### src/rtl/piso_sipo_pkg.sv
// Shared definitions for the PISO transmitter / SIPO receiver pair.
//   DEFAULT_DATA_WIDTH : default frame/word width in bits
//   bit_cntr_width()   : width of the per-frame bit counter for a given word width
package piso_sipo_pkg;

  localparam int DEFAULT_DATA_WIDTH = 8;

  // One extra bit over $clog2 so the counter range never wraps for any legal width
  function automatic int bit_cntr_width(input int w);
    return $clog2(w) + 1;
  endfunction

endpackage

### src/rtl/sipo_hold_reg.sv
// One-deep valid/ready holding register for assembled SIPO words.
// Ports:
//   clk, rst_n  : clock, asynchronous active-low reset
//   wr_en       : a completed word is offered this cycle
//   wr_data     : the completed word
//   ready_in    : downstream accepts when valid_out && ready_in
//   data_out    : held word
//   valid_out   : holding register contains an unconsumed word
//   drop        : one-cycle pulse, the offered word was discarded (register full, not accepted)
module sipo_hold_reg
  import piso_sipo_pkg::*;
#(
  parameter int DATA_WIDTH = DEFAULT_DATA_WIDTH
) (
  input  logic                  clk,
  input  logic                  rst_n,
  input  logic                  wr_en,
  input  logic [DATA_WIDTH-1:0] wr_data,
  input  logic                  ready_in,
  output logic [DATA_WIDTH-1:0] data_out,
  output logic                  valid_out,
  output logic                  drop
);

  logic accept;
  logic can_write;

  assign accept    = valid_out && ready_in;
  // A full register frees its slot on the same edge it is accepted, so a new
  // word may land there without a bubble.
  assign can_write = !valid_out || ready_in;

  always_ff @(posedge clk or negedge rst_n) begin
    if (!rst_n) begin
      data_out  <= '0;
      valid_out <= 1'b0;
      drop      <= 1'b0;
    end else begin
      drop <= wr_en && !can_write;
      if (wr_en && can_write) begin
        data_out  <= wr_data;
        valid_out <= 1'b1;
      end else if (accept) begin
        valid_out <= 1'b0;
      end
    end
  end

endmodule

### src/rtl/sipo.sv
// Serial-in parallel-out receiver, LSB first, counterpart of the PISO transmitter.
// Ports:
//   clk, rst_n : clock, asynchronous active-low reset
//   sdata_in   : serial data line, LSB first
//   svalid_in  : high for DATA_WIDTH consecutive cycles per frame
//   data_out   : assembled word from the holding register
//   valid_out  : holding register holds an unconsumed word
//   ready_in   : downstream accept (valid_out && ready_in)
//   busy       : a frame is partially received
//   frame_err  : one-cycle pulse, frame truncated by svalid_in dropping early
//   overrun    : one-cycle pulse, completed word dropped under backpressure
module sipo
  import piso_sipo_pkg::*;
#(
  parameter int DATA_WIDTH = DEFAULT_DATA_WIDTH
) (
  input  logic                  clk,
  input  logic                  rst_n,
  input  logic                  sdata_in,
  input  logic                  svalid_in,
  output logic [DATA_WIDTH-1:0] data_out,
  output logic                  valid_out,
  input  logic                  ready_in,
  output logic                  busy,
  output logic                  frame_err,
  output logic                  overrun
);

  localparam int             CW   = bit_cntr_width(DATA_WIDTH);
  localparam logic [CW-1:0]  LAST = CW'(DATA_WIDTH - 1);

  logic [DATA_WIDTH-1:0] shreg;
  logic [CW-1:0]         cnt;
  logic [DATA_WIDTH-1:0] word;
  logic                  complete;
  logic                  truncate;

  // Incoming bit enters at the MSB so that after DATA_WIDTH shifts the first
  // (LSB-first) bit sits at bit 0.
  assign word     = {sdata_in, shreg[DATA_WIDTH-1:1]};
  assign complete = svalid_in && (cnt == LAST);
  assign truncate = !svalid_in && (cnt != '0);
  assign busy     = (cnt != '0);

  // Capture stage: shift register, bit counter, truncation flag
  always_ff @(posedge clk or negedge rst_n) begin
    if (!rst_n) begin
      shreg     <= '0;
      cnt       <= '0;
      frame_err <= 1'b0;
    end else begin
      frame_err <= truncate;
      if (svalid_in) begin
        shreg <= word;
        cnt   <= complete ? '0 : cnt + CW'(1);
      end else if (truncate) begin
        cnt <= '0;
      end
    end
  end

  // Output stage: completed word offered to the holding register
  sipo_hold_reg #(
    .DATA_WIDTH(DATA_WIDTH)
  ) u_hold (
    .clk       (clk),
    .rst_n     (rst_n),
    .wr_en     (complete),
    .wr_data   (word),
    .ready_in  (ready_in),
    .data_out  (data_out),
    .valid_out (valid_out),
    .drop      (overrun)
  );

endmodule

### config.mk
export PLATFORM = sky130hd
export DESIGN_NAME = sipo
export DESIGN_NICKNAME = d
export VERILOG_FILES = /design/src/rtl/piso_sipo_pkg.sv /design/src/rtl/sipo_hold_reg.sv /design/src/rtl/sipo.sv
export SDC_FILE = /design/constraint.sdc
export NUM_CORES = 1
export LEC_CHECK = 0
export CAP_MARGIN = 20
export CORE_MARGIN = 2
export CORE_UTILIZATION = 53
export CTS_CLUSTER_SIZE = 20
export DETAILED_ROUTE_END_ITERATION = 7
export GPL_ROUTABILITY_DRIVEN = 0
export PLACE_DENSITY = 0.78
export SETUP_SLACK_MARGIN = 0.15
export SLEW_MARGIN = 20
export SYNTH_ARGS = -nofsm -noshare
export SYNTH_HDL_FRONTEND = slang
export SYNTH_SLANG_ARGS = --single-unit
### constraint.sdc
create_clock -name clk -period 4 [get_ports clk]
set_input_delay 0.8 -clock clk [delete_from_list [all_inputs] [get_ports clk]]
set_output_delay 0.8 -clock clk [all_outputs]
set_load 0.005 [all_outputs]
==> flow_summary.html, run 1 <==
<table>
<tr><th>Metric</th><th>Value</th></tr>
<tr><th colspan="2">Outcome</th></tr>
<tr><td>Outcome</td><td>completed</td></tr>
<tr><th colspan="2">Clock tree</th></tr>
<tr><td>Worst-Skew Late Latency</td><td>0.29 ns</td></tr>
<tr><td>TritonCTS clock tree</td><td>done</td></tr>
<tr><td>CTS Buffer Depth</td><td>2</td></tr>
<tr><td>Setup Buffers After CTS</td><td>0</td></tr>
<tr><td>Library cell used as clock root buffer</td><td>clkbuf_4</td></tr>
<tr><td>Clock slew seen by the registers of the worst setup and hold paths</td><td>0.12 ns</td></tr>
<tr><td>Hold-fix buffer count after cts</td><td>0</td></tr>
<tr><td>Total clock buffers created by CTS</td><td>3</td></tr>
<tr><td>Number of sinks driven by the clock tree</td><td>22</td></tr>
<tr><td># H-tree levels</td><td>1</td></tr>
<tr><td>Post-CTS resize count</td><td>0</td></tr>
<tr><th colspan="2">Pwr</th></tr>
<tr><td>Power spent charging and discharging nets</td><td>0.179 mW</td></tr>
<tr><td>Leak</td><td>0.539 nW</td></tr>
<tr><td>Power Dens Cells</td><td>649 mW/mm2</td></tr>
<tr><td>Sequential fraction of design power</td><td>46.0%</td></tr>
<tr><td>Worst ir drop on vdd</td><td>333 uV</td></tr>
<tr><td>Cell internal pwr</td><td>0.564 mW</td></tr>
<tr><td>Combinational group share of total power</td><td>32.0%</td></tr>
<tr><td>Clock power frac</td><td>22.1%</td></tr>
<tr><td>Switching part of the total</td><td>24.1%</td></tr>
<tr><th colspan="2">GRT</th></tr>
<tr><td>Number of antenna violations at the first check in global routing</td><td>0</td></tr>
<tr><td>Maximum number of pins on one net before global-route repair</td><td>23</td></tr>
<tr><td>Via count of the first global-routing pass</td><td>484</td></tr>
<tr><td>Overflow after GRT</td><td>0</td></tr>
<tr><td>Global-route wire length before repair</td><td>2240 um</td></tr>
<tr><td>Aggregate global-route resource usage</td><td>15.1%</td></tr>
<tr><th colspan="2">Floorplanning</th></tr>
<tr><td>Core Region</td><td>0.00169 mm2</td></tr>
<tr><td>Area of the die</td><td>0.00211 mm2</td></tr>
<tr><td>Number of rows in the core area</td><td>15</td></tr>
<tr><td>Number of primary I/O pins</td><td>17</td></tr>
<tr><td>Die height</td><td>46.0 um</td></tr>
<tr><td>Horizontal die dimension</td><td>46.0 um</td></tr>
<tr><td>Initial standard-cell utilization of the core</td><td>55.3%</td></tr>
<tr><th colspan="2">Timing</th></tr>
<tr><td>Worst slew margin relative to its limit</td><td>38.1%</td></tr>
<tr><td>Worst Slack Setup Final</td><td>1.40 ns</td></tr>
<tr><td>Minimum period implied by the final worst setup slack</td><td>2.60 ns</td></tr>
<tr><td>Maximum clock frequency</td><td>385 MHz</td></tr>
<tr><td>Worst Tran Pin Value</td><td>0.926 ns</td></tr>
<tr><td>Unrepaired setup endpoints after global routing</td><td>false</td></tr>
<tr><td>Fraction of the cycle the final worst path needs</td><td>64.9%</td></tr>
<tr><td>Clock Skew</td><td>0.00286 ns</td></tr>
<tr><td>Post-route setup TNS</td><td>0 ns</td></tr>
<tr><td>Final slew viol count</td><td>0</td></tr>
<tr><td>Hold Fails Final Rpt</td><td>0</td></tr>
<tr><td>Finish-stage setup viols</td><td>0</td></tr>
<tr><th colspan="2">Synthesis</th></tr>
<tr><td>Cell taking the most area after synthesis</td><td>dfrtp_1</td></tr>
<tr><td>Most repeated cell in the gate-level netlist after synthesis</td><td>dfrtp_1</td></tr>
<tr><td>Mean cell area of the mapped netlist</td><td>15.1 um2</td></tr>
<tr><td>Synth Register Bits</td><td>22</td></tr>
<tr><td>Netlist Area Pre-Place</td><td>933 um2</td></tr>
<tr><td>Top flip-flop cell by instance count after synthesis</td><td>dfrtp_1</td></tr>
<tr><td>Number of library cell types mapped by synthesis</td><td>21</td></tr>
<tr><td>Sequential fraction of the synthesis area</td><td>59.0%</td></tr>
<tr><td>Top cell type's share of synthesized area</td><td>59.0%</td></tr>
<tr><td>Yosys warning total</td><td>0</td></tr>
<tr><td>Cell count after synthesis</td><td>62</td></tr>
<tr><td>Ys async rst share</td><td>100%</td></tr>
<tr><td>Most frequent cells after synthesis</td><td>22 x dfrtp_1, 8 x mux2_2, 8 x mux2_4, 3 x nor2_1</td></tr>
<tr><td>Net count of the mapped netlist</td><td>69</td></tr>
<tr><td>Number of synthesized flops with an enable pin</td><td>0</td></tr>
<tr><td>Cells taking the most area after synthesis</td><td>dfrtp_1 59%, mux2_4 13%, mux2_2 9.7%</td></tr>
<tr><th colspan="2">Routing</th></tr>
<tr><td>DRT Pass-1 Iters</td><td>4</td></tr>
<tr><td>Ratio of routed vias to standard cells</td><td>5.43</td></tr>
<tr><td>Wire length after detailed routing</td><td>1320 um</td></tr>
<tr><td>DR WL/cell</td><td>13.8 um</td></tr>
<tr><td>Post-route antenna net violation count</td><td>0</td></tr>
<tr><td># DRC</td><td>0</td></tr>
<tr><td>Number of DRC violations after detailed-routing iteration 0</td><td>9</td></tr>
<tr><td>Via Count</td><td>521</td></tr>
<tr><th colspan="2">Placed design</th></tr>
<tr><td>Setup slack at placement</td><td>1.14 ns</td></tr>
<tr><td>Placement-stage cell area</td><td>0.00109 mm2</td></tr>
<tr><td>Number of input and output port buffers inserted</td><td>16</td></tr>
<tr><td>Detailed placer's ending HPWL</td><td>962 um</td></tr>
<tr><th colspan="2">Setup path</th></tr>
<tr><td>Ordered cell list for the critical path</td><td>inv_1 &gt; ha_1 &gt; or3b_1 &gt; clkdlybuf4s50_1</td></tr>
<tr><td>Type of the worst setup path</td><td>reg -&gt; out</td></tr>
<tr><td>Data arrival time of the worst path</td><td>1.80 ns</td></tr>
<tr><td>Type of element capturing the critical path</td><td>output port</td></tr>
<tr><td>Nature of the critical path startpoint</td><td>flop</td></tr>
<tr><td>Slowest stage cell on the critical path</td><td>clkdlybuf4s50_1</td></tr>
<tr><td>Maximum fanout along the worst path</td><td>4</td></tr>
<tr><td>Data required time of the worst path</td><td>3.20 ns</td></tr>
<tr><td>Highest cell delay on the worst timing path</td><td>0.47 ns</td></tr>
<tr><th colspan="2">Final layout</th></tr>
<tr><td>Inserted Diodes</td><td>0</td></tr>
<tr><td>Layout-stage area growth over the synthesis result</td><td>22.5%</td></tr>
<tr><td>Final Util</td><td>67.7%</td></tr>
<tr><td>Share of layout cells above drive strength 1</td><td>27.8%</td></tr>
<tr><td>Cell area after layout</td><td>0.00114 mm2</td></tr>
<tr><td>Final net count</td><td>87</td></tr>
<tr><th colspan="2">Run</th></tr>
<tr><td>Max_cap viols</td><td>0</td></tr>
<tr><th colspan="2">Worst hold path</th></tr>
<tr><td>Class of the tightest hold or removal check</td><td>reg -&gt; reg</td></tr>
</table>
[power by group through the flow]
stage                     clock network (mW)  logic (mW)  registers [mW]
after floorplan                            0       0.120           0.339
after global placement                     0       0.234           0.342
after detailed placement                   0       0.239           0.346
after CTS                              0.168       0.241           0.342
after global routing                   0.179       0.263           0.350
final                                  0.164       0.237           0.341
[per-stage QoR]
stage / hold slack (ns) / power, mW / cells
floorplan: 0.477 / 0.459 / 62
global placement: 0.487 / 0.576 / 92
detailed placement: 0.494 / 0.585 / 92
CTS: 0.523 / 0.751 / 96
global route: 0.541 / 0.791 / 96
finish: 0.516 / 0.743 / 96
[final cells by class]
type	count	area [um2]
clock inverters	1	30.0
inverters	2	7.51
clock buffers	3	22.5
flip-flops and latches	22	551
repair buffers	16	160
well taps	17	21.3
fillers	129	546
multi-input cells	35	352
[state kept, by name, indices dropped and copies added (netlist names)]
register,flops
u_hold.drop,1
cnt,4
u_hold.data_out,8
u_hold.valid_out,1
shreg,7
frame_err,1
[worst paths after layout]
check,from,to,slack (ns),cells past startpoint
min in group asynchronous,rst_n,cnt[3],1.01,1
max in group asynchronous,rst_n,shreg[1],2.43,1
min reg2reg,shreg[1],u_hold.data_out[0],0.52,1
max,cnt[1],busy,1.40,4
min,shreg[1],u_hold.data_out[0],0.52,1
max reg2reg,cnt[0],u_hold.data_out[4],2.16,4
[worst max-delay path, delay by kind of cell (launching register included)]
family                   cells  cell delay [ns]
adder cells (fa/ha/maj)      1             0.13
buffers and inverters        2             0.56
AND/OR/NAND/NOR              1             0.40
flip-flops                   1             0.42
[routing by layer]
layer,up-vias,wire (um),track usage [%]
met1,261,632,21.6
met4,0,12,5.14
met2,11,631,22.5
li1,247,-,-
met3,2,48,3.57
met5,-,0,0
[logic make-up (layout without fill, tap and decap cells)]
group / after synthesis / count (layout) / synth area share [%]
AO/OA/AOI/OAI: 1 / 1 / 0.805
XOR/XNOR: 1 / 1 / 0.939
adder cells (fa/ha/maj): 2 / 2 / 2.68
buffers and inverters: 5 / 22 / 3.35
flip-flops: 22 / 22 / 59.0
multiplexers: 17 / 17 / 23.6
AND/OR/NAND/NOR: 14 / 14 / 9.65
[placed cells by master (no fill, tap or decap), types with 2 or more instances in the layout]
cell	instances
dfrtp_1	22
clkdlybuf4s50_1	16
mux2_2	8
mux2_4	8
nor2_1	3
clkbuf_4	3
inv_1	2
nor2b_1	2
nand3_1	2
ha_1	2
(Power assumes the default switching activity.)
==> inputs of run 2 (changes only) <==
--- a/config.mk
+++ b/config.mk
@@ -7,11 +7,11 @@
 export LEC_CHECK = 0
 export CAP_MARGIN = 20
 export CORE_MARGIN = 2
-export CORE_UTILIZATION = 53
+export CORE_UTILIZATION = 49
 export CTS_CLUSTER_SIZE = 20
 export DETAILED_ROUTE_END_ITERATION = 7
 export GPL_ROUTABILITY_DRIVEN = 0
-export PLACE_DENSITY = 0.78
+export PLACE_DENSITY = 0.72
 export SETUP_SLACK_MARGIN = 0.15
 export SLEW_MARGIN = 20
 export SYNTH_ARGS = -nofsm -noshare
==> constraint.sdc (replaced) <==
create_clock -name clk -period 2.4 [get_ports clk]
set_input_delay 0.48 -clock clk [delete_from_list [all_inputs] [get_ports clk]]
set_output_delay 0.48 -clock clk [all_outputs]
set_load 0.005 [all_outputs]
==> run 2 against run 1 <==
Power up 71%. First-iteration DRC count down 33%. Wire length up 2.3%. Final area up 4.6%. Worst setup slack worse by 0.94 ns. Global-route usage down 0.10 points. Combinational power up 83%. Critical path depth unchanged. Critical endpoint unchanged. Largest cell class unchanged.
==> flow_summary.html, run 2 (synthesized netlist as in run 1, its figures left out) <==
<table>
<tr><th>Metric</th><th>Value</th></tr>
<tr><th colspan="2">Outcome</th></tr>
<tr><td>Outcome</td><td>completed (unchanged)</td></tr>
<tr><th colspan="2">Pwr</th></tr>
<tr><td>Worst ir drop on vdd</td><td>622 uV (was 333 uV)</td></tr>
<tr><td>Leak</td><td>0.572 nW (was 0.539 nW)</td></tr>
<tr><td>Total power draw</td><td>1.27 mW (was 0.743 mW)</td></tr>
<tr><td>Power Dens Cells</td><td>1060 mW/mm2 (was 649 mW/mm2)</td></tr>
<tr><th colspan="2">Final layout</th></tr>
<tr><td>Max reg flops</td><td>8 (unchanged)</td></tr>
<tr><td>Inserted Diodes</td><td>0 (unchanged)</td></tr>
<tr><td>Most frequent standard cell in the layout excluding fill and tap cells</td><td>dfrtp_1 (unchanged)</td></tr>
<tr><td>Final cell count without fillers</td><td>109 (was 96)</td></tr>
<tr><td>Highest-count cells in the layout ignoring fill and taps</td><td>22 x dfrtp_1, 15 x clkdlybuf4s50_1, 8 x mux2_2, 8 x mux2_4, 5 x buf_4 (was 22 x dfrtp_1, 16 x clkdlybuf4s50_1, 8 x mux2_2, 8 x mux2_4)</td></tr>
<tr><td>Share of layout cells above drive strength 1</td><td>33.3% (was 27.8%)</td></tr>
<tr><td>Largest register by flop count</td><td>u_hold.data_out (unchanged)</td></tr>
<tr><td>Biggest regs</td><td>u_hold.data_out (8), shreg (7), cnt (4) (unchanged)</td></tr>
<tr><td>Layout-stage area growth over the synthesis result</td><td>28.2% (was 22.5%)</td></tr>
<tr><td>Final net count</td><td>92 (was 87)</td></tr>
<tr><td>Fillcell total</td><td>145 (was 129)</td></tr>
<tr><th colspan="2">Timing</th></tr>
<tr><td>Minimum period implied by the final worst setup slack</td><td>1.94 ns</td></tr>
<tr><td>Worst slew margin relative to its limit</td><td>82.0% (was 38.1%)</td></tr>
<tr><td>Post-route setup TNS</td><td>0 ns (unchanged)</td></tr>
<tr><td>Maximum clock frequency</td><td>516 MHz</td></tr>
<tr><td>Unrepaired setup endpoints after global routing</td><td>false (unchanged)</td></tr>
<tr><td>Finish-stage setup viols</td><td>0 (unchanged)</td></tr>
<tr><td>Fraction of the cycle the final worst path needs</td><td>80.7%</td></tr>
<tr><td>Clock Skew</td><td>0.00537 ns (was 0.00286 ns)</td></tr>
<tr><td>Final slew viol count</td><td>0 (unchanged)</td></tr>
<tr><td>Worst Tran Pin Value</td><td>0.270 ns (was 0.926 ns)</td></tr>
<tr><td>Hold Fails Final Rpt</td><td>0 (unchanged)</td></tr>
<tr><td>Fin Hold WS</td><td>0.497 ns (was 0.516 ns)</td></tr>
<tr><th colspan="2">GRT</th></tr>
<tr><td>Number of antenna violations at the first check in global routing</td><td>0 (unchanged)</td></tr>
<tr><td>Global-route wire length before repair</td><td>2210 um (was 2240 um)</td></tr>
<tr><td>Maximum number of pins on one net before global-route repair</td><td>23 (unchanged)</td></tr>
<tr><td>Via count of the first global-routing pass</td><td>503 (was 484)</td></tr>
<tr><td>Aggregate global-route resource usage</td><td>15.0% (was 15.1%)</td></tr>
<tr><td>Overflow after GRT</td><td>0 (unchanged)</td></tr>
<tr><th colspan="2">Routing</th></tr>
<tr><td>DR WL/cell</td><td>12.4 um (was 13.8 um)</td></tr>
<tr><td># DRC</td><td>0 (unchanged)</td></tr>
<tr><td>DRT Pass-1 Iters</td><td>2 (was 4)</td></tr>
<tr><td>Ratio of routed vias to standard cells</td><td>4.93 (was 5.43)</td></tr>
<tr><td>Wire length after detailed routing</td><td>1350 um (was 1320 um)</td></tr>
<tr><td>Via Count</td><td>537 (was 521)</td></tr>
<tr><td>Number of DRC violations after detailed-routing iteration 0</td><td>6 (was 9)</td></tr>
<tr><td>Post-route antenna net violation count</td><td>0 (unchanged)</td></tr>
<tr><th colspan="2">Run</th></tr>
<tr><td>Max_cap viols</td><td>0 (unchanged)</td></tr>
<tr><th colspan="2">Setup path</th></tr>
<tr><td>Highest cell delay on the worst timing path</td><td>0.39 ns (was 0.47 ns)</td></tr>
<tr><td>Ordered cell list for the critical path</td><td>inv_1 &gt; ha_1 &gt; or3b_4 &gt; dlymetal6s2s_1 (was inv_1 &gt; ha_1 &gt; or3b_1 &gt; clkdlybuf4s50_1)</td></tr>
<tr><td>Data arrival time of the worst path</td><td>1.46 ns (was 1.80 ns)</td></tr>
<tr><td>Type of the worst setup path</td><td>reg -&gt; out (unchanged)</td></tr>
<tr><td>Data required time of the worst path</td><td>1.92 ns (was 3.20 ns)</td></tr>
<tr><td>Nature of the critical path startpoint</td><td>flop (unchanged)</td></tr>
<tr><td>Crit-path leading delay family</td><td>flip-flops (was buffers and inverters)</td></tr>
<tr><td>Maximum fanout along the worst path</td><td>4 (unchanged)</td></tr>
<tr><td>Slowest stage cell on the critical path</td><td>dfrtp_1 (was clkdlybuf4s50_1)</td></tr>
<tr><td>Type of element capturing the critical path</td><td>output port (unchanged)</td></tr>
<tr><td>Crit path buffers/inverters</td><td>2 (unchanged)</td></tr>
<tr><th colspan="2">Clock tree</th></tr>
<tr><td># H-tree levels</td><td>1 (unchanged)</td></tr>
<tr><td>TritonCTS clock tree</td><td>done (unchanged)</td></tr>
<tr><td>Total clock buffers created by CTS</td><td>3 (unchanged)</td></tr>
<tr><td>Number of sinks driven by the clock tree</td><td>22 (unchanged)</td></tr>
<tr><td>Worst-Skew Late Latency</td><td>0.31 ns (was 0.29 ns)</td></tr>
<tr><td>CTS Buffer Depth</td><td>2 (unchanged)</td></tr>
<tr><td>Library cell used as clock root buffer</td><td>clkbuf_4 (unchanged)</td></tr>
<tr><td>Clock slew seen by the registers of the worst setup and hold paths</td><td>0.12 ns (about the same)</td></tr>
<tr><th colspan="2">Floorplanning</th></tr>
<tr><td>Initial standard-cell utilization of the core</td><td>52.9% (was 55.3%)</td></tr>
<tr><td>Horizontal die dimension</td><td>47.6 um (was 46.0 um)</td></tr>
<tr><td>Number of primary I/O pins</td><td>17 (unchanged)</td></tr>
<tr><td>Core Region</td><td>0.00176 mm2 (was 0.00169 mm2)</td></tr>
<tr><td>Number of rows in the core area</td><td>15 (unchanged)</td></tr>
<tr><td>Die height</td><td>47.6 um (was 46.0 um)</td></tr>
<tr><td>Area of the die</td><td>0.00227 mm2 (was 0.00211 mm2)</td></tr>
<tr><th colspan="2">Placed design</th></tr>
<tr><td>Number of input and output port buffers inserted</td><td>16 (unchanged)</td></tr>
<tr><td># placed instances</td><td>103 (was 92)</td></tr>
<tr><td>Detailed placer's ending HPWL</td><td>889 um (was 962 um)</td></tr>
<tr><th colspan="2">Worst hold path</th></tr>
<tr><td>Class of the tightest hold or removal check</td><td>in -&gt; async (was reg -&gt; reg)</td></tr>
</table>
run 2: worst paths after layout:
| path | from | to | slack (ns) | cells past startpoint |
|---|---|---|---|---|
| setup / recovery | cnt[1] | busy | 0.46 | 4 |
| hold / removal | rst_n | shreg[1] | 0.50 | 2 |
| setup reg to reg | cnt[0] | u_hold.data_out[5] | 0.74 | 6 |
| hold reg to reg | shreg[1] | u_hold.data_out[0] | 0.52 | 1 |
| max in group asynchronous | rst_n | shreg[7] | 1.69 | 2 |
| min in group clk | shreg[1] | u_hold.data_out[0] | 0.52 | 1 |
run 2: metal layers:
| layer | wire length (um) | share of wire (%) | track usage [%] |
|---|---|---|---|
| met5 | 0 | 0 | 0 |
| met2 | 613 | 45 | 20.8 |
| met1 | 654 | 48 | 21.2 |
| met4 | 19 | 1.4 | 9.73 |
| met3 | 67 | 4.9 | 3.40 |
run 2: through the flow:
stage | utilization (%) | worst slack, ns | cell area, um2
floorplan | - | 0.955 | 933
global placement | 63.7 | 0.473 | 1120
detailed placement | 63.7 | 0.460 | 1120
CTS | 67.7 | 0.159 | 1190
global route | 67.8 | 0.369 | 1200
finish | 67.8 | 0.463 | 1200
run 2: what timing repair did:
action / CTS / global route
gates cloned: 0 / 0
resized for setup: 1 / 1
pin swaps: 0 / 0
endpoints found under the setup margin: 1 / 1
hold buffers: 0 / 0
buffers inserted: 2 / 0
run 2: area by class of cell:
type                            instances  area, um2  share of cell area [%]
Sequential cell                        22        551                    46.0
Timing Repair Buffer                   21        200                    16.7
Inverter                                2       7.51                   0.628
Clock inverter                          1       30.0                    2.51
Multi-Input combinational cell         35        354                    29.6
Clock buffer                            3       22.5                    1.88
Tap cell                               25       31.3                    2.62
run 2: power breakdown:
part           leakage, nW  switching [mW]  internal (mW)
Combinational        0.259           0.124          0.309
Clock               0.0279           0.111          0.169
Sequential           0.285          0.0727          0.488
==> inputs of run 3 (changes only) <==
--- a/config.mk
+++ b/config.mk
@@ -7,11 +7,11 @@
 export LEC_CHECK = 0
 export CAP_MARGIN = 20
 export CORE_MARGIN = 2
-export CORE_UTILIZATION = 49
+export CORE_UTILIZATION = 45
 export CTS_CLUSTER_SIZE = 20
 export DETAILED_ROUTE_END_ITERATION = 7
 export GPL_ROUTABILITY_DRIVEN = 0
-export PLACE_DENSITY = 0.72
+export PLACE_DENSITY = 0.7
 export SETUP_SLACK_MARGIN = 0.15
 export SLEW_MARGIN = 20
 export SYNTH_ARGS = -nofsm -noshare
==> constraint.sdc (replaced) <==
create_clock -name clk -period 1.6 [get_ports clk]
set_input_delay 0.32 -clock clk [delete_from_list [all_inputs] [get_ports clk]]
set_output_delay 0.32 -clock clk [all_outputs]
set_load 0.005 [all_outputs]
==> run 3 against run 2 <==
The run now ends with negative setup slack left. Sequential share of layout area fell by 6.4 points. Cell count increased by 17%. Clock power grew 6%. Core utilization grew 3.0 points. Non-clock buffer count grew 17. Die area increased by 8.1%. Critical endpoint is now u_hold.data_out[3]. Largest power group is now combinational logic.
==> flow_summary.html, run 3 (synthesized netlist as in run 1, its figures left out) <==
<table>
<tr><th>Metric</th><th>Value</th></tr>
<tr><th colspan="2">Routing</th></tr>
<tr><td>Via Count</td><td>615 (was 537)</td></tr>
<tr><td>Ratio of routed vias to standard cells</td><td>4.80 (was 4.93)</td></tr>
<tr><td>Post-route antenna net violation count</td><td>0 (unchanged)</td></tr>
<tr><td>DRT Pass-1 Iters</td><td>3 (was 2)</td></tr>
<tr><td>DR WL/cell</td><td>14.5 um (was 12.4 um)</td></tr>
<tr><td>Wire length after detailed routing</td><td>1850 um (was 1350 um)</td></tr>
<tr><td>Number of DRC violations after detailed-routing iteration 0</td><td>3 (was 6)</td></tr>
<tr><td># DRC</td><td>0 (unchanged)</td></tr>
<tr><th colspan="2">Setup path</th></tr>
<tr><td>Crit-path leading delay family</td><td>buffers and inverters (was flip-flops)</td></tr>
<tr><td>Most Frequent Cell on Critical Path</td><td>buf_6</td></tr>
<tr><td>Slowest stage cell on the critical path</td><td>dfrtp_1 (unchanged)</td></tr>
<tr><td>Type of element capturing the critical path</td><td>flop (was output port)</td></tr>
<tr><td>Highest cell delay on the worst timing path</td><td>0.41 ns (was 0.39 ns)</td></tr>
<tr><td>Maximum fanout along the worst path</td><td>8 (was 4)</td></tr>
<tr><td>Ordered cell list for the critical path</td><td>buf_4 &gt; buf_6 &gt; buf_6 &gt; buf_6 &gt; ha_4 &gt; nand4b_4 &gt; nor2b_4 &gt; buf_12 &gt; mux2_4 (was inv_1 &gt; ha_1 &gt; or3b_4 &gt; dlymetal6s2s_1)</td></tr>
<tr><td>Nature of the critical path startpoint</td><td>flop (unchanged)</td></tr>
<tr><td>Data required time of the worst path</td><td>1.79 ns (was 1.92 ns)</td></tr>
<tr><td>Type of the worst setup path</td><td>reg -&gt; reg (was reg -&gt; out)</td></tr>
<tr><td>Crit path buffers/inverters</td><td>5 (was 2)</td></tr>
<tr><td>Data arrival time of the worst path</td><td>1.91 ns (was 1.46 ns)</td></tr>
<tr><th colspan="2">Timing</th></tr>
<tr><td>Clock Skew</td><td>0.00225 ns (was 0.00537 ns)</td></tr>
<tr><td>Maximum clock frequency</td><td>582 MHz</td></tr>
<tr><td>Fraction of the cycle the final worst path needs</td><td>107%</td></tr>
<tr><td>Worst Slack Setup Final</td><td>-0.118 ns (was 0.463 ns)</td></tr>
<tr><td>Post-route setup TNS</td><td>-1.07 ns (was 0 ns)</td></tr>
<tr><td>Final slew viol count</td><td>0 (unchanged)</td></tr>
<tr><td>Finish-stage setup viols</td><td>10 (was 0)</td></tr>
<tr><td>Hold Fails Final Rpt</td><td>0 (unchanged)</td></tr>
<tr><td>Worst Tran Pin Value</td><td>0.274 ns (was 0.270 ns)</td></tr>
<tr><td>Minimum period implied by the final worst setup slack</td><td>1.72 ns</td></tr>
<tr><td>Worst slew margin relative to its limit</td><td>81.8% (was 82.0%)</td></tr>
<tr><td>Unrepaired setup endpoints after global routing</td><td>true (was false)</td></tr>
<tr><th colspan="2">Final layout</th></tr>
<tr><td>Fillcell total</td><td>160 (was 145)</td></tr>
<tr><td>Highest-count cells in the layout ignoring fill and taps</td><td>22 x dfrtp_1, 16 x buf_4, 11 x dlygate4sd2_1 (was 22 x dfrtp_1, 15 x clkdlybuf4s50_1, 8 x mux2_2, 8 x mux2_4, 5 x buf_4)</td></tr>
<tr><td>Total area of sequential cells</td><td>551 um2 (unchanged)</td></tr>
<tr><td>Inserted Diodes</td><td>0 (unchanged)</td></tr>
<tr><td>Most frequent standard cell in the layout excluding fill and tap cells</td><td>dfrtp_1 (unchanged)</td></tr>
<tr><td>Final cell count without fillers</td><td>128 (was 109)</td></tr>
<tr><td>Biggest regs</td><td>u_hold.data_out (8), shreg (7), cnt (4) (unchanged)</td></tr>
<tr><td>Largest register by flop count</td><td>u_hold.data_out (unchanged)</td></tr>
<tr><td>Max reg flops</td><td>8 (unchanged)</td></tr>
<tr><td>Share of layout cells above drive strength 1</td><td>53.5% (was 33.3%)</td></tr>
<tr><td>Layout-stage area growth over the synthesis result</td><td>48.8% (was 28.2%)</td></tr>
<tr><td>Cell area after layout</td><td>0.00139 mm2 (was 0.00120 mm2)</td></tr>
<tr><td>Area taken by multi-input logic gates</td><td>417 um2 (was 354 um2)</td></tr>
<tr><td>Final net count</td><td>109 (was 92)</td></tr>
<tr><td>Final Util</td><td>70.8% (was 67.8%)</td></tr>
<tr><th colspan="2">Floorplanning</th></tr>
<tr><td>Horizontal die dimension</td><td>49.5 um (was 47.6 um)</td></tr>
<tr><td>Number of primary I/O pins</td><td>17 (unchanged)</td></tr>
<tr><td>Core Region</td><td>0.00196 mm2 (was 0.00176 mm2)</td></tr>
<tr><td>Initial standard-cell utilization of the core</td><td>47.6% (was 52.9%)</td></tr>
<tr><td>Die height</td><td>49.5 um (was 47.6 um)</td></tr>
<tr><td>Number of rows in the core area</td><td>16 (was 15)</td></tr>
<tr><td>Area of the die</td><td>0.00245 mm2 (was 0.00227 mm2)</td></tr>
<tr><th colspan="2">Placed design</th></tr>
<tr><td>Placement-stage cell area</td><td>0.00120 mm2 (was 0.00112 mm2)</td></tr>
<tr><td>Detailed placer's ending HPWL</td><td>1230 um (was 889 um)</td></tr>
<tr><td># placed instances</td><td>113 (was 103)</td></tr>
<tr><td>Number of input and output port buffers inserted</td><td>16 (unchanged)</td></tr>
<tr><th colspan="2">Outcome</th></tr>
<tr><td>Outcome</td><td>finished with violations (was completed)</td></tr>
<tr><td>Failing checks</td><td>negative setup slack</td></tr>
<tr><th colspan="2">Clock tree</th></tr>
<tr><td>Total clock buffers created by CTS</td><td>3 (unchanged)</td></tr>
<tr><td># H-tree levels</td><td>1 (unchanged)</td></tr>
<tr><td>Worst-Skew Late Latency</td><td>0.29 ns (was 0.31 ns)</td></tr>
<tr><td>Library cell used as clock root buffer</td><td>clkbuf_4 (unchanged)</td></tr>
<tr><td>TritonCTS clock tree</td><td>done (unchanged)</td></tr>
<tr><td>CTS Buffer Depth</td><td>2 (unchanged)</td></tr>
<tr><td>Hold-fix buffer count after cts</td><td>0 (unchanged)</td></tr>
<tr><td>Number of sinks driven by the clock tree</td><td>22 (unchanged)</td></tr>
<tr><td>Clock slew seen by the registers of the worst setup and hold paths</td><td>0.12 ns (about the same)</td></tr>
<tr><th colspan="2">GRT</th></tr>
<tr><td>Global-route wire length before repair</td><td>3040 um (was 2210 um)</td></tr>
<tr><td>Maximum number of pins on one net before global-route repair</td><td>23 (unchanged)</td></tr>
<tr><td>Number of antenna violations at the first check in global routing</td><td>0 (unchanged)</td></tr>
<tr><td>Aggregate global-route resource usage</td><td>16.7% (was 15.0%)</td></tr>
<tr><td>Via count of the first global-routing pass</td><td>630 (was 503)</td></tr>
<tr><td>Overflow after GRT</td><td>0 (unchanged)</td></tr>
<tr><th colspan="2">Pwr</th></tr>
<tr><td>Clock power frac</td><td>14.3% (was 22.0%)</td></tr>
<tr><td>Worst ir drop on vdd</td><td>905 uV (was 622 uV)</td></tr>
<tr><td>Sequential fraction of design power</td><td>40.4% (was 44.0%)</td></tr>
<tr><td>Cell internal pwr</td><td>1.50 mW (was 0.966 mW)</td></tr>
<tr><td>Power Dens Cells</td><td>1500 mW/mm2 (was 1060 mW/mm2)</td></tr>
<tr><td>Combinational group share of total power</td><td>45.3% (was 34.0%)</td></tr>
<tr><td>Power spent charging and discharging nets</td><td>0.575 mW (was 0.307 mW)</td></tr>
<tr><td>Leak</td><td>0.720 nW (was 0.572 nW)</td></tr>
<tr><td>Switching part of the total</td><td>27.7% (was 24.1%)</td></tr>
<tr><th colspan="2">Worst hold path</th></tr>
<tr><td>Class of the tightest hold or removal check</td><td>in -&gt; async (unchanged)</td></tr>
<tr><th colspan="2">Run</th></tr>
<tr><td>Max_cap viols</td><td>0 (unchanged)</td></tr>
</table>
## run 3: cell types whose count changed in the layout (fill, tap and decap cells not counted), sizes merged
cell,previous run,this run
dlygate4sd2,0,11
clkdlybuf4s50,15,4
clkbuf,3,4
buf,5,23
bufinv,1,0
dlymetal6s2s,1,0
## run 3: layout make-up
cell class                      count  area share (%)
Inverter                            2           0.541
Timing Repair Buffer               38            24.8
Sequential cell                    22            39.6
Tap cell                           27            2.43
Clock buffer                        4            2.61
Multi-Input combinational cell     35            30.0
## run 3: worst paths after layout
kind / startpoint / endpoint / slack [ns] / cells past startpoint
max reg2reg: cnt[1] / u_hold.data_out[3] / -0.12 / 9
min reg2reg: u_hold.data_out[7] / u_hold.data_out[7] / 0.53 / 1
max: cnt[1] / u_hold.data_out[3] / -0.12 / 9
min in group clk: u_hold.data_out[7] / u_hold.data_out[7] / 0.53 / 1
min: rst_n / frame_err / 0.36 / 2
max in group asynchronous: rst_n / cnt[1] / 1.03 / 2
## run 3: power groups by stage
stage	combinational, mW	clock, mW	sequential, mW
2_1_floorplan	0.300	0	0.848
3_3_place_gp	0.685	0	0.844
3_5_place_dp	0.709	0	0.854
4_1_cts	0.785	0.310	0.836
5_1_grt	1.01	0.329	0.867
6_report	0.942	0.297	0.839
## run 3: timing repair
action,CTS,global route
gates resized for setup,22,14
hold endpoints to repair,0,0
endpoints found under the setup margin,20,15
setup buffers,7,4
pin swaps,3,2
## run 3: layer usage
metal	vias up	wire (um)	global-route usage (%)
li1	290	-	-
met1	316	809	22.0
met2	9	1000	27.8
met3	0	43	3.03
met4	0	0	5.56
met5	-	0	0
## run 3: per-stage QoR
step	setup WS (ns)	power, mW	hold WS, ns
6_report	-0.118	2.08	0.358
5_1_grt	-0.173	2.21	0.375
4_1_cts	-0.138	1.93	0.360
3_5_place_dp	-0.116	1.56	0.501
3_3_place_gp	-0.0973	1.53	0.489
2_1_floorplan	0.155	1.15	0.0244
